$ cat config.mk
export PLATFORM = sky130hd
export DESIGN_NAME = cl_serializer_flat
export DESIGN_NICKNAME = d
export VERILOG_FILES = /design/src/rtl/cl_serializer_if.sv /design/src/rtl/cl_serializer.sv /design/src/flat_wrapper.sv
export SDC_FILE = /design/constraint.sdc
export NUM_CORES = 1
export LEC_CHECK = 0
export CORE_MARGIN = 2
export CORE_UTILIZATION = 49
export CTS_CLUSTER_DIAMETER = 80
export DETAILED_ROUTE_END_ITERATION = 12
export GPL_TIMING_DRIVEN = 0
export PLACE_DENSITY = 0.79
export SLEW_MARGIN = 20
export SYNTH_ARGS = -nofsm -noshare
export SYNTH_HDL_FRONTEND = slang
export SYNTH_SLANG_ARGS = --single-unit
$ cat constraint.sdc
create_clock -name i_clk -period 2.6 [get_ports i_clk]
set_input_delay 0.39 -clock i_clk [delete_from_list [all_inputs] [get_ports i_clk]]
set_output_delay 0.39 -clock i_clk [all_outputs]
set_load 0.01 [all_outputs]
$ cat src/rtl/cl_serializer_if.sv
// Bundle for the cl_serializer request/result handshake and its serial link to the cl_ unit.
interface cl_serializer_if #(
    parameter int WIDTH = 8
);
    logic             i_start;
    logic [2:0]       i_op;
    logic [WIDTH-1:0] i_a;
    logic [WIDTH-1:0] i_b;
    logic             o_bit1;
    logic             o_bit2;
    logic             i_and;
    logic             i_nand;
    logic             i_or;
    logic             i_nor;
    logic             i_xor;
    logic             i_xnor;
    logic             i_not;
    logic             o_busy;
    logic             o_done;
    logic             o_err;
    logic [WIDTH-1:0] o_result;

    modport slave (
        input  i_start, i_op, i_a, i_b,
        input  i_and, i_nand, i_or, i_nor, i_xor, i_xnor, i_not,
        output o_bit1, o_bit2, o_busy, o_done, o_err, o_result
    );

    modport master (
        output i_start, i_op, i_a, i_b,
        output i_and, i_nand, i_or, i_nor, i_xor, i_xnor, i_not,
        input  o_bit1, o_bit2, o_busy, o_done, o_err, o_result
    );
endinterface

$ cat src/rtl/cl_serializer.sv
// Bit-serial operand sequencer: streams two WIDTH-bit operands LSB-first into the cl_ unit
// and reassembles the opcode-selected cl_ output into a result word.
module cl_serializer #(
    parameter int WIDTH = 8
) (
    input  logic            i_clk,
    input  logic            i_rst,
    cl_serializer_if.slave  bus
);
    localparam int CW = $clog2(WIDTH) + 1;
    localparam logic [CW-1:0] LAST    = CW'(WIDTH - 1);
    localparam logic [CW-1:0] CNT_ONE = CW'(1);

    typedef enum logic [1:0] {
        IDLE,
        SHIFT,
        DONE
    } state_t;

    state_t           state;
    state_t           state_next;
    logic [WIDTH-1:0] sh_a;
    logic [WIDTH-1:0] sh_b;
    logic [2:0]       op_r;
    logic [WIDTH-1:0] acc;
    logic [WIDTH-1:0] acc_next;
    logic [WIDTH-1:0] result;
    logic [CW-1:0]    cnt;
    logic             sel;
    logic             load;

    always_ff @(posedge i_clk) begin
        if (i_rst) state <= IDLE;
        else       state <= state_next;
    end

    always_comb begin
        state_next = state;
        load       = 1'b0;
        case (state)
            IDLE: begin
                if (bus.i_start) begin
                    load       = 1'b1;
                    state_next = SHIFT;
                end
            end
            SHIFT: begin
                if (cnt == LAST) state_next = DONE;
            end
            DONE: begin
                load       = bus.i_start;
                state_next = bus.i_start ? SHIFT : IDLE;
            end
            default: state_next = IDLE;
        endcase
    end

    // Op 7 falls through to the default so an invalid opcode assembles all zeros.
    always_comb begin
        sel = 1'b0;
        case (op_r)
            3'd0:    sel = bus.i_and;
            3'd1:    sel = bus.i_nand;
            3'd2:    sel = bus.i_or;
            3'd3:    sel = bus.i_nor;
            3'd4:    sel = bus.i_xor;
            3'd5:    sel = bus.i_xnor;
            3'd6:    sel = bus.i_not;
            default: sel = 1'b0;
        endcase
    end

    assign acc_next = {sel, acc[WIDTH-1:1]};

    always_ff @(posedge i_clk) begin
        if (i_rst) begin
            sh_a   <= '0;
            sh_b   <= '0;
            op_r   <= '0;
            acc    <= '0;
            cnt    <= '0;
            result <= '0;
        end else if (load) begin
            sh_a <= bus.i_a;
            sh_b <= bus.i_b;
            op_r <= bus.i_op;
            acc  <= '0;
            cnt  <= '0;
        end else if (state == SHIFT) begin
            sh_a <= sh_a >> 1;
            sh_b <= sh_b >> 1;
            acc  <= acc_next;
            cnt  <= cnt + CNT_ONE;
            // Capture the last selected bit directly so the result is ready on DONE entry.
            if (cnt == LAST) result <= acc_next;
        end
    end

    assign bus.o_busy   = (state == SHIFT);
    assign bus.o_done   = (state == DONE);
    assign bus.o_err    = (state == DONE) && (op_r == 3'd7);
    assign bus.o_bit1   = (state == SHIFT) && sh_a[0];
    assign bus.o_bit2   = (state == SHIFT) && sh_b[0];
    assign bus.o_result = result;
endmodule
$ cat src/flat_wrapper.sv
// flat-port wrapper written by rule: the top's interface ports become plain ports
module cl_serializer_flat 
#(
    parameter int WIDTH = 8
)
  (i_clk, i_rst, bus_i_start, bus_i_op, bus_i_a, bus_i_b, bus_i_and, bus_i_nand, bus_i_or, bus_i_nor, bus_i_xor, bus_i_xnor, bus_i_not, bus_o_bit1, bus_o_bit2, bus_o_busy, bus_o_done, bus_o_err, bus_o_result);
  cl_serializer_if #(.WIDTH(WIDTH)) bus_i ();
  input  logic i_clk;
  input  logic i_rst;
  input wire logic [$bits(bus_i.i_start)-1:0] bus_i_start;
  input wire logic [$bits(bus_i.i_op)-1:0] bus_i_op;
  input wire logic [$bits(bus_i.i_a)-1:0] bus_i_a;
  input wire logic [$bits(bus_i.i_b)-1:0] bus_i_b;
  input wire logic [$bits(bus_i.i_and)-1:0] bus_i_and;
  input wire logic [$bits(bus_i.i_nand)-1:0] bus_i_nand;
  input wire logic [$bits(bus_i.i_or)-1:0] bus_i_or;
  input wire logic [$bits(bus_i.i_nor)-1:0] bus_i_nor;
  input wire logic [$bits(bus_i.i_xor)-1:0] bus_i_xor;
  input wire logic [$bits(bus_i.i_xnor)-1:0] bus_i_xnor;
  input wire logic [$bits(bus_i.i_not)-1:0] bus_i_not;
  output wire logic [$bits(bus_i.o_bit1)-1:0] bus_o_bit1;
  output wire logic [$bits(bus_i.o_bit2)-1:0] bus_o_bit2;
  output wire logic [$bits(bus_i.o_busy)-1:0] bus_o_busy;
  output wire logic [$bits(bus_i.o_done)-1:0] bus_o_done;
  output wire logic [$bits(bus_i.o_err)-1:0] bus_o_err;
  output wire logic [$bits(bus_i.o_result)-1:0] bus_o_result;
  assign bus_i.i_start = bus_i_start;
  assign bus_i.i_op = bus_i_op;
  assign bus_i.i_a = bus_i_a;
  assign bus_i.i_b = bus_i_b;
  assign bus_i.i_and = bus_i_and;
  assign bus_i.i_nand = bus_i_nand;
  assign bus_i.i_or = bus_i_or;
  assign bus_i.i_nor = bus_i_nor;
  assign bus_i.i_xor = bus_i_xor;
  assign bus_i.i_xnor = bus_i_xnor;
  assign bus_i.i_not = bus_i_not;
  assign bus_o_bit1 = bus_i.o_bit1;
  assign bus_o_bit2 = bus_i.o_bit2;
  assign bus_o_busy = bus_i.o_busy;
  assign bus_o_done = bus_i.o_done;
  assign bus_o_err = bus_i.o_err;
  assign bus_o_result = bus_i.o_result;
  cl_serializer #(.WIDTH(WIDTH)) u_core (.i_clk(i_clk), .i_rst(i_rst), .bus(bus_i));
endmodule
==> key figures, run 1 <==
Layout
  • Syn-to-layout area delta: 32.1%
  • Fill cells: 298
  • Most frequent cells in the layout: nand2_1 (47), clkdlybuf4s50_1 (41), dfxtp_1 (40)
  • Share of layout cells above drive strength 1: 11.9%
  • Final nets: 272
  • Register area: 801 sq um
  • Inserted Diodes: 0
  • Area of the multi-input gates: 813 sq um
  • Most common cell after layout, fill and taps aside: nand2_1
  • Finished Cell Area: 0.00226 sq mm

Critical path
  • R2r setup slk: 1180 ps
  • FF-to-FF path depth: 5
  • WP data required: 2210 ps
  • Worst R2R Start: u_core.cnt[0]$_SDFFE_PP0P_
  • CP Capture Type: output port
  • Crit path max fanout: 10
  • RR Endpoint: u_core.bus.o_result[4]$_SDFFE_PP0P_
  • Crit Path Category: reg2out
  • Worst path arrival time: 1880 ps
  • Startpoint types: register

Logic synthesis
  • Syn_area_per_cell: 8.81 sq um
  • Mapped Nets: 224
  • Synth warn: 0
  • Distinct cell type count after synthesis: 33
  • Sequential share of the synthesized area: 46.9%
  • Syn Std Cell Area: 0.00171 sq mm
  • Yosys reg bits: 40
  • Post-Syn Instances: 194

Placement
  • Port Buffer Count: 41
  • Placer Congestion: 0.754
  • DP Worst Slack: 712 ps
  • HPWL after detailed placement: 2.67 mm
  • DP Area: 0.00218 sq mm

Clocking
  • Total CTS buffers: 5
  • CTS tree: built
  • Sinks on the clock net: 40
  • CTS root buffer: clkbuf_4
  • Post-cts sizing count: 0
  • Worst-Skew Late Latency: 350 ps
  • H-tree depth: 2
  • Maximum clock path buffer count: 2
  • Clk slew on worst S/H paths: 130 ps
  • CTS Hold Bufs: 0
  • Postcts setup bufs: 0

Routing
  • Vias per cell: 5.16
  • Drt total wl: 3.76 mm
  • Drt first pass iters: 6
  • DR top layer: met4
  • Drc violations: 0
  • Wire length on met1: 1.78 mm
  • Via Count: 1492
  • Post-DR wirelength/cell: 13.0 microns
  • 1st-iter DRT viols: 58
  • Metal3 WL: 181 microns
  • Wire length on met2: 1.73 mm
  • Final ANT Viol Nets: 0

Pwr
  • Static Leak: 0.828 nW
  • VDD IR-drop max: 0.319 mV
  • PwrDens: 552 mW/mm^2

Floorplanning
  • FP Rows: 21
  • Die width: 63.1 microns
  • Die height: 63.1 microns
  • Starting Density: 51.2%
  • Total die area: 0.00398 sq mm
  • Core ar.: 0.00334 sq mm
  • I/O pin count: 42

Hold path
  • WHS Path Cells: 2
  • Hold Path Sink: u_core.acc[2]$_SDFFE_PP0P_
  • Min-delay worst type: reg2reg
  • Min-delay src: u_core.acc[3]$_SDFFE_PP0P_

STA
  • Final period util: 87.2%
  • Final WS setup: 332 ps
  • Slew Viols, Final: 0
  • Fmax: 441 MHz
  • Final Setup Violations: 0
  • Final hold vios: 0
  • Max-Slew Margin vs Limit: 60.6%
  • Final setup skew: 12.5 ps
  • Setup TNS: 0 ps
  • Worst slew pin tran: 591 ps
  • RSZ-0062 raised after global routing: false
  • Min Tclk post-route: 2270 ps

Run
  • Max_cap viols: 0

GRT
  • Initial antenna violation count: 0
  • Global-route wire length before repair: 6.74 mm
  • Total gr overflow: 0
  • Vias in the first global route: 1428
  • Total GRT Usage: 21.2%
  • Largest net degree at the start of global routing: 14

Run status
  • Status: finished clean
[cells in the mapped netlist]
library cell,count,area share (%)
inv_2,1,0.22
ha_1,1,0.73
nand4b_1,2,1.0
a211oi_1,2,0.88
and2_1,2,0.73
nand3b_1,1,0.44
buf_4,3,1.3
a311oi_1,7,3.6
nand3b_4,1,1.2
nor3_1,2,0.59
a22oi_1,3,1.3
o21ai_0,1,0.29
a21oi_1,14,4.1
nor2_1,27,5.9
dfxtp_1,40,47
o211ai_1,1,0.44
clkbuf_1,1,0.22
nor2b_1,1,0.37
and2b_1,1,0.44
nand2_1,47,10
and4_1,1,0.51
nand4_1,1,0.37
a311oi_2,5,4.4
buf_2,7,2.0
nand2b_1,3,1.1
xnor2_1,1,0.51
xor2_1,2,1.0
nor2_4,1,0.66
nand2b_4,1,0.81
mux2i_1,10,5.9
inv_1,1,0.22
buf_6,2,1.3
buf_1,1,0.22
[critical path, stage by stage, from the launching register on]
cell and delay (ps):
dfxtp_1 420, nand2b_4 90, inv_2 80, buf_2 240
and2_1 160, clkdlybuf4s50_1 540
[kinds of logic (layout without fill, tap and decap cells)]
kind of cell             count (synthesis)  count (layout)  synth area share (%)
AO/OA/AOI/OAI                           33              33                  15.0
XOR/XNOR                                 3               3                  1.54
adder cells (fa/ha/maj)                  1               1                 0.732
buffers and inverters                   16              65                  5.56
flip-flops                              40              40                  46.9
multiplexers                            10              10                  5.86
AND/OR/NAND/NOR                         91              91                  24.5
[sequential cells by signal, indices dropped and copies added (netlist names)]
signal and count:
u_core.bus.o_result 8, u_core.sh_a 8, u_core.sh_b 8, u_core.acc 7, u_core.cnt 4, u_core.op_r 3
u_core.state 2
[stage by stage]
| step | utilization (%) | std cells | total power [mW] | hold slack (ps) |
|---|---|---|---|---|
| after floorplan | - | 194 | 0.774 | 432 |
| after global placement | 65.2 | 281 | 0.848 | 444 |
| after detailed placement | 65.2 | 281 | 0.851 | 451 |
| after CTS | 67.6 | 289 | 1.25 | 470 |
| after global routing | 67.6 | 289 | 1.30 | 489 |
| final | 67.6 | 289 | 1.25 | 461 |
[cell type report]
cell class                 count  area share, %
multi-input combinational    138           36.0
sequential                    40           35.5
timing repair buffer          41           18.2
buffer                        14           3.88
tap                           46           2.55
clock inverter                 3           1.88
clock buffer                   5           1.66
inverter                       2          0.333
[worst max-delay path by stage]
stage                                  from         end  cells after the start
2_1_floorplan  u_core.state[0]$_SDFFE_PP0P_  bus_o_bit1                      4
3_3_place_gp   u_core.state[0]$_SDFFE_PP0P_  bus_o_bit2                      5
3_5_place_dp   u_core.state[0]$_SDFFE_PP0P_  bus_o_bit1                      5
4_1_cts        u_core.state[0]$_SDFFE_PP0P_  bus_o_bit1                      5
5_1_grt        u_core.state[0]$_SDFFE_PP0P_  bus_o_bit1                      5
6_report       u_core.state[0]$_SDFFE_PP0P_  bus_o_bit1                      5
[power breakdown]
group | switching, mW | internal [mW] | leakage (nW) | total (mW)
clock network | 0.208 | 0.200 | 0.0412 | 0.408
logic | 0.0890 | 0.0912 | 0.460 | 0.180
registers | 0.0173 | 0.641 | 0.327 | 0.658
total | 0.314 | 0.932 | 0.828 | 1.25
[layer usage]
layer / up-vias / GRT usage [%]
li1: 751 / -
met1: 688 / 27.2
met2: 45 / 34.4
met3: 8 / 5.36
met4: 0 / 7.78
met5: - / 0
Note: power is estimated with default switching activity, not from simulation.
==> run 2, diff against run 1 <==
Settings changed: CORE_UTILIZATION 49 to 52, PLACE_DENSITY 0.79 to 0.84.
==> key figures, run 2 (synthesis results as in run 1) <==
Clocking
  • CTS Hold Bufs: 0 (unchanged)
  • CTS tree: built
  • Worst-Skew Late Latency: 350 ps (about the same)
  • Sinks on the clock net: 40 (unchanged)
  • H-tree depth: 2 (unchanged)
  • Post-cts sizing count: 0 (unchanged)
  • Postcts setup bufs: 0 (unchanged)
  • CTS root buffer: clkbuf_4
  • Total CTS buffers: 5 (unchanged)
  • Maximum clock path buffer count: 2 (unchanged)
  • Clk slew on worst S/H paths: 110 ps (-20 ps)

STA
  • Final setup skew: 10.4 ps (-2.06 ps)
  • Setup TNS: 0 ps (unchanged)
  • Slew Viols, Final: 0 (unchanged)
  • Final Setup Violations: 0 (unchanged)
  • Fmax: 443 MHz (+0.38%)
  • Min Tclk post-route: 2260 ps (-8.69 ps)
  • Worst slew pin tran: 602 ps (+10.5 ps)
  • Final hold vios: 0 (unchanged)
  • Max-Slew Margin vs Limit: 59.9% (-0.70 points)
  • RSZ-0062 raised after global routing: false
  • Final period util: 86.9% (-0.33 points)
  • WHS: 466 ps (+4.89 ps)

Critical path
  • Worst path arrival time: 1870 ps (about the same)
  • Crit Path Category: reg2out
  • Startpoint types: register
  • Critical Path Slowest Stage Cell: clkdlybuf4s50_1
  • CP Capture Type: output port
  • WP data required: 2210 ps (about the same)
  • Crit path max fanout: 10 (unchanged)
  • Worst path cell trace: nand2b_4 -> inv_2 -> buf_2 -> and2_1 -> clkdlybuf4s50_1
  • Slowest Stage Delay on Critical Path: 530 ps (about the same)

Layout
  • Final nets: 272 (unchanged)
  • Syn-to-layout area delta: 30.8%
  • Register area: 801 sq um (unchanged)
  • Fill cells: 247 (-17%)
  • Most frequent cells in the layout: nand2_1 (47), clkdlybuf4s50_1 (41), dfxtp_1 (40)
  • Area of the multi-input gates: 813 sq um (unchanged)
  • Inserted Diodes: 0 (unchanged)
  • Share of layout cells above drive strength 1: 11.9% (unchanged)
  • Finished Cell Area: 0.00224 sq mm (-0.94%)
  • Most common cell after layout, fill and taps aside: nand2_1
  • Final core occ: 72.6% (+5.0 points)

GRT
  • Total GRT Usage: 21.7% (+0.47 points)
  • Vias in the first global route: 1332 (-6.7%)
  • Largest net degree at the start of global routing: 13 (-1)
  • Initial antenna violation count: 0 (unchanged)
  • Total gr overflow: 0 (unchanged)
  • Global-route wire length before repair: 5.93 mm (-12%)

Routing
  • Vias per cell: 5.13 (-0.72%)
  • Post-DR wirelength/cell: 12.6 microns (-3.0%)
  • Final ANT Viol Nets: 0 (unchanged)
  • Drt first pass iters: 4 (-2)
  • Drt total wl: 3.62 mm (-3.7%)
  • Drc violations: 0 (unchanged)
  • 1st-iter DRT viols: 86 (+48%)
  • Via Count: 1471 (-1.4%)

Pwr
  • VDD IR-drop max: 0.418 mV (+31%)
  • Static Leak: 0.825 nW (-0.38%)
  • PwrDens: 521 mW/mm^2 (-5.6%)

Floorplanning
  • FP Rows: 20 (-4.8%)
  • Die width: 61.3 microns (-2.7%)
  • Total die area: 0.00376 sq mm (-5.4%)
  • I/O pin count: 42 (unchanged)
  • Starting Density: 55.5% (+4.3 points)
  • Core ar.: 0.00308 sq mm (-7.8%)
  • Die height: 61.3 microns (-2.7%)

Placement
  • DP Area: 0.00217 sq mm (-0.11%)
  • Port Buffer Count: 41 (unchanged)
  • Placer Congestion: 0.774 (+2.7%)
  • HPWL after detailed placement: 2.55 mm (-4.4%)

Hold path
  • Min-delay worst type: reg2reg

Run status
  • Status: finished clean

Run
  • Max_cap viols: 0 (unchanged)
run 2: per-layer routing:
metal | vias up | routed length (microns) | GRT usage, %
met1 | 672 | 1770 | 29.8
met3 | 5 | 216 | 6.09
met2 | 40 | 1580 | 32.7
met5 | - | 0 | 0
met4 | 0 | 56 | 8.21
li1 | 754 | - | -
run 2: cell type report:
class / count / share of cell area, %
Clock inverter: 2 / 0.448
Timing Repair Buffer: 41 / 18.4
Tap cell: 44 / 2.46
Inverter: 2 / 0.336
Clock buffer: 6 / 2.29
Buffer: 14 / 3.92
Multi-Input combinational cell: 138 / 36.4
Sequential cell: 40 / 35.8
run 2: report_power, final:
group / switching (mW) / internal, mW
clock network: 0.200 / 0.129
registers: 0.0170 / 0.640
logic: 0.0877 / 0.0912
total: 0.305 / 0.860
run 2: stage by stage:
step,setup slack (ps),cells,total power [mW]
3_5_place_dp,720,279,0.849
4_1_cts,318,287,1.17
6_report,340,287,1.17
2_1_floorplan,1310,194,0.774
3_3_place_gp,713,279,0.847
5_1_grt,213,287,1.22
run 2: path summary, 6_finish.rpt:
path,from,to,slack (ps),cells past startpoint
worst max-delay path,u_core.state[0]$_SDFFE_PP0P_,bus_o_bit2,340,5
worst min-delay path,u_core.sh_b[0]$_SDFFE_PP0P_,u_core.sh_b[0]$_SDFFE_PP0P_,470,2
worst max register to register,u_core.cnt[0]$_SDFFE_PP0P_,u_core.bus.o_result[4]$_SDFFE_PP0P_,1170,5
worst min register to register,u_core.sh_b[0]$_SDFFE_PP0P_,u_core.sh_b[0]$_SDFFE_PP0P_,470,2
run 2: critical path: cells and delay by family (launching register included):
family,cells,cell delay [ps]
flip-flops,1,420
AND/OR/NAND/NOR,2,260
buffers and inverters,3,850
==> run 3, diff against run 2 <==
Settings changed: CORE_MARGIN 2 to unset.
==> key figures, run 3 (synthesis results as in run 1) <==
STA
  • RSZ-0062 raised after global routing: false
  • Final Setup Violations: 0 (unchanged)
  • Worst slew pin tran: 571 ps (-30.6 ps)
  • Setup TNS: 0 ps (unchanged)
  • Final period util: 87.6% (+0.72 points)
  • Max-Slew Margin vs Limit: 61.9% (+2.0 points)
  • Final WS setup: 322 ps (-18.7 ps)
  • Final hold vios: 0 (unchanged)
  • Fmax: 439 MHz (-0.82%)
  • Min Tclk post-route: 2280 ps (+18.7 ps)
  • Slew Viols, Final: 0 (unchanged)
  • Final setup skew: 7.31 ps (-3.11 ps)

GRT
  • Total gr overflow: 0 (unchanged)
  • Global-route wire length before repair: 6.27 mm (+5.6%)
  • Vias in the first global route: 1433 (+7.6%)
  • Largest net degree at the start of global routing: 12 (-1)
  • Initial antenna violation count: 0 (unchanged)
  • Total GRT Usage: 23.8% (+2.1 points)

Hold path
  • WHS Path Cells: 2 (unchanged)
  • Min-delay worst type: reg2reg
  • Min-delay src: u_core.sh_b[0]$_SDFFE_PP0P_
  • Hold Path Sink: u_core.sh_b[0]$_SDFFE_PP0P_

Run status
  • Status: finished clean

Clocking
  • CTS Hold Bufs: 0 (unchanged)
  • Postcts setup bufs: 0 (unchanged)
  • Post-cts sizing count: 0 (unchanged)
  • Worst-Skew Late Latency: 340 ps (about the same)
  • Maximum clock path buffer count: 2 (unchanged)
  • Sinks on the clock net: 40 (unchanged)
  • H-tree depth: 2 (unchanged)
  • CTS tree: built
  • Clk slew on worst S/H paths: 110 ps (about the same)
  • CTS root buffer: clkbuf_4
  • Total CTS buffers: 5 (unchanged)

Floorplanning
  • Die width: 59.3 microns (-3.3%)
  • Core ar.: 0.00308 sq mm (unchanged)
  • Starting Density: 55.5% (unchanged)
  • FP Rows: 20 (unchanged)
  • Die height: 59.3 microns (-3.3%)
  • I/O pin count: 42 (unchanged)
  • Total die area: 0.00352 sq mm (-6.4%)

Routing
  • 1st-iter DRT viols: 66 (-23%)
  • Via Count: 1482 (+0.75%)
  • Post-DR wirelength/cell: 13.0 microns (+3.0%)
  • Vias per cell: 5.18 (+1.1%)
  • Drt first pass iters: 4 (unchanged)
  • Drt total wl: 3.72 mm (+2.6%)
  • Drc violations: 0 (unchanged)
  • Final ANT Viol Nets: 0 (unchanged)

Run
  • Max_cap viols: 0 (unchanged)

Layout
  • Register area: 801 sq um (unchanged)
  • Final core occ: 72.2% (-0.49 points)
  • Finished Cell Area: 0.00222 sq mm (-0.67%)
  • Most frequent cells in the layout: nand2_1 (47), clkdlybuf4s50_1 (41), dfxtp_1 (40)
  • Inserted Diodes: 0 (unchanged)
  • Fill cells: 247 (unchanged)
  • Final nets: 272 (unchanged)
  • Most common cell after layout, fill and taps aside: nand2_1
  • Area of the multi-input gates: 813 sq um (unchanged)
  • Syn-to-layout area delta: 29.9%
  • Share of layout cells above drive strength 1: 11.2% (-0.78 points)
  • Fin cells: 286 (-0.35%)

Placement
  • Placer Congestion: 0.768 (-0.69%)
  • Port Buffer Count: 41 (unchanged)
  • HPWL after detailed placement: 2.68 mm (+4.9%)
  • Placed insts: 279 (unchanged)
  • DP Worst Slack: 688 ps (-31.8 ps)
  • DP Area: 0.00217 sq mm (unchanged)

Critical path
  • Crit Path Category: reg2out
  • Worst path cell trace: nand2b_4 -> inv_2 -> buf_2 -> and2_1 -> clkdlybuf4s50_1
  • Crit path max fanout: 10 (unchanged)
  • CP Capture Type: output port
  • Critical Path Slowest Stage Cell: clkdlybuf4s50_1
  • Startpoint types: register
  • Slowest Stage Delay on Critical Path: 530 ps (about the same)
  • Worst path arrival time: 1890 ps (+20 ps)
  • FF-to-FF path depth: 5 (unchanged)
  • RR Endpoint: u_core.bus.o_result[3]$_SDFFE_PP0P_
  • Worst R2R Start: u_core.cnt[0]$_SDFFE_PP0P_
  • R2r setup slk: 1180 ps (about the same)
  • WP data required: 2210 ps (about the same)

Pwr
  • VDD IR-drop max: 0.415 mV (-0.74%)
  • Static Leak: 0.815 nW (-1.2%)
  • PwrDens: 509 mW/mm^2 (-2.4%)
## run 3: critical path: cells and delay by family (launching register included)
family / cells / cell delay, ps
simple gates: 2 / 270
buf+inv: 3 / 860
flops: 1 / 430
## run 3: how the worst max path moves through the flow
stage / startpoint / endpoint / slack (ps)
2_1_floorplan: u_core.state[0]$_SDFFE_PP0P_ / bus_o_bit1 / 1310
3_3_place_gp: u_core.state[0]$_SDFFE_PP0P_ / bus_o_bit2 / 690
3_5_place_dp: u_core.state[0]$_SDFFE_PP0P_ / bus_o_bit1 / 690
4_1_cts: u_core.state[0]$_SDFFE_PP0P_ / bus_o_bit1 / 310
5_1_grt: u_core.state[0]$_SDFFE_PP0P_ / bus_o_bit1 / 240
6_report: u_core.state[0]$_SDFFE_PP0P_ / bus_o_bit2 / 320
## run 3: report_power, final
group	internal (mW)	switching, mW	total, mW
Combinational	0.0912	0.0894	0.181
Clock	0.0998	0.191	0.291
Sequential	0.640	0.0178	0.658
Total	0.831	0.298	1.13
## run 3: layout make-up
type	instances	share of cell area [%]
Clock buffer	6	1.86
Timing Repair Buffer	41	18.5
Tap cell	44	2.48
Clock inverter	1	0.225
Inverter	2	0.338
Sequential cell	40	36.1
Multi-Input combinational cell	138	36.6
Buffer	14	3.94
## run 3: stage by stage
| step | total power [mW] | hold slack (ps) |
|---|---|---|
| after global placement | 0.847 | 441 |
| final | 1.13 | 469 |
| after global routing | 1.18 | 496 |
| after floorplan | 0.774 | 432 |
| after CTS | 1.13 | 464 |
| after detailed placement | 0.852 | 449 |
## run 3: layer usage
| metal | GRT usage (%) | up-vias | routed length [microns] |
|---|---|---|---|
| li1 | - | 753 | - |
| met1 | 31.1 | 675 | 1790 |
| met2 | 37.9 | 47 | 1700 |
| met3 | 5.02 | 7 | 193 |
| met4 | 10.2 | 0 | 40 |
| met5 | 0 | - | 0 |
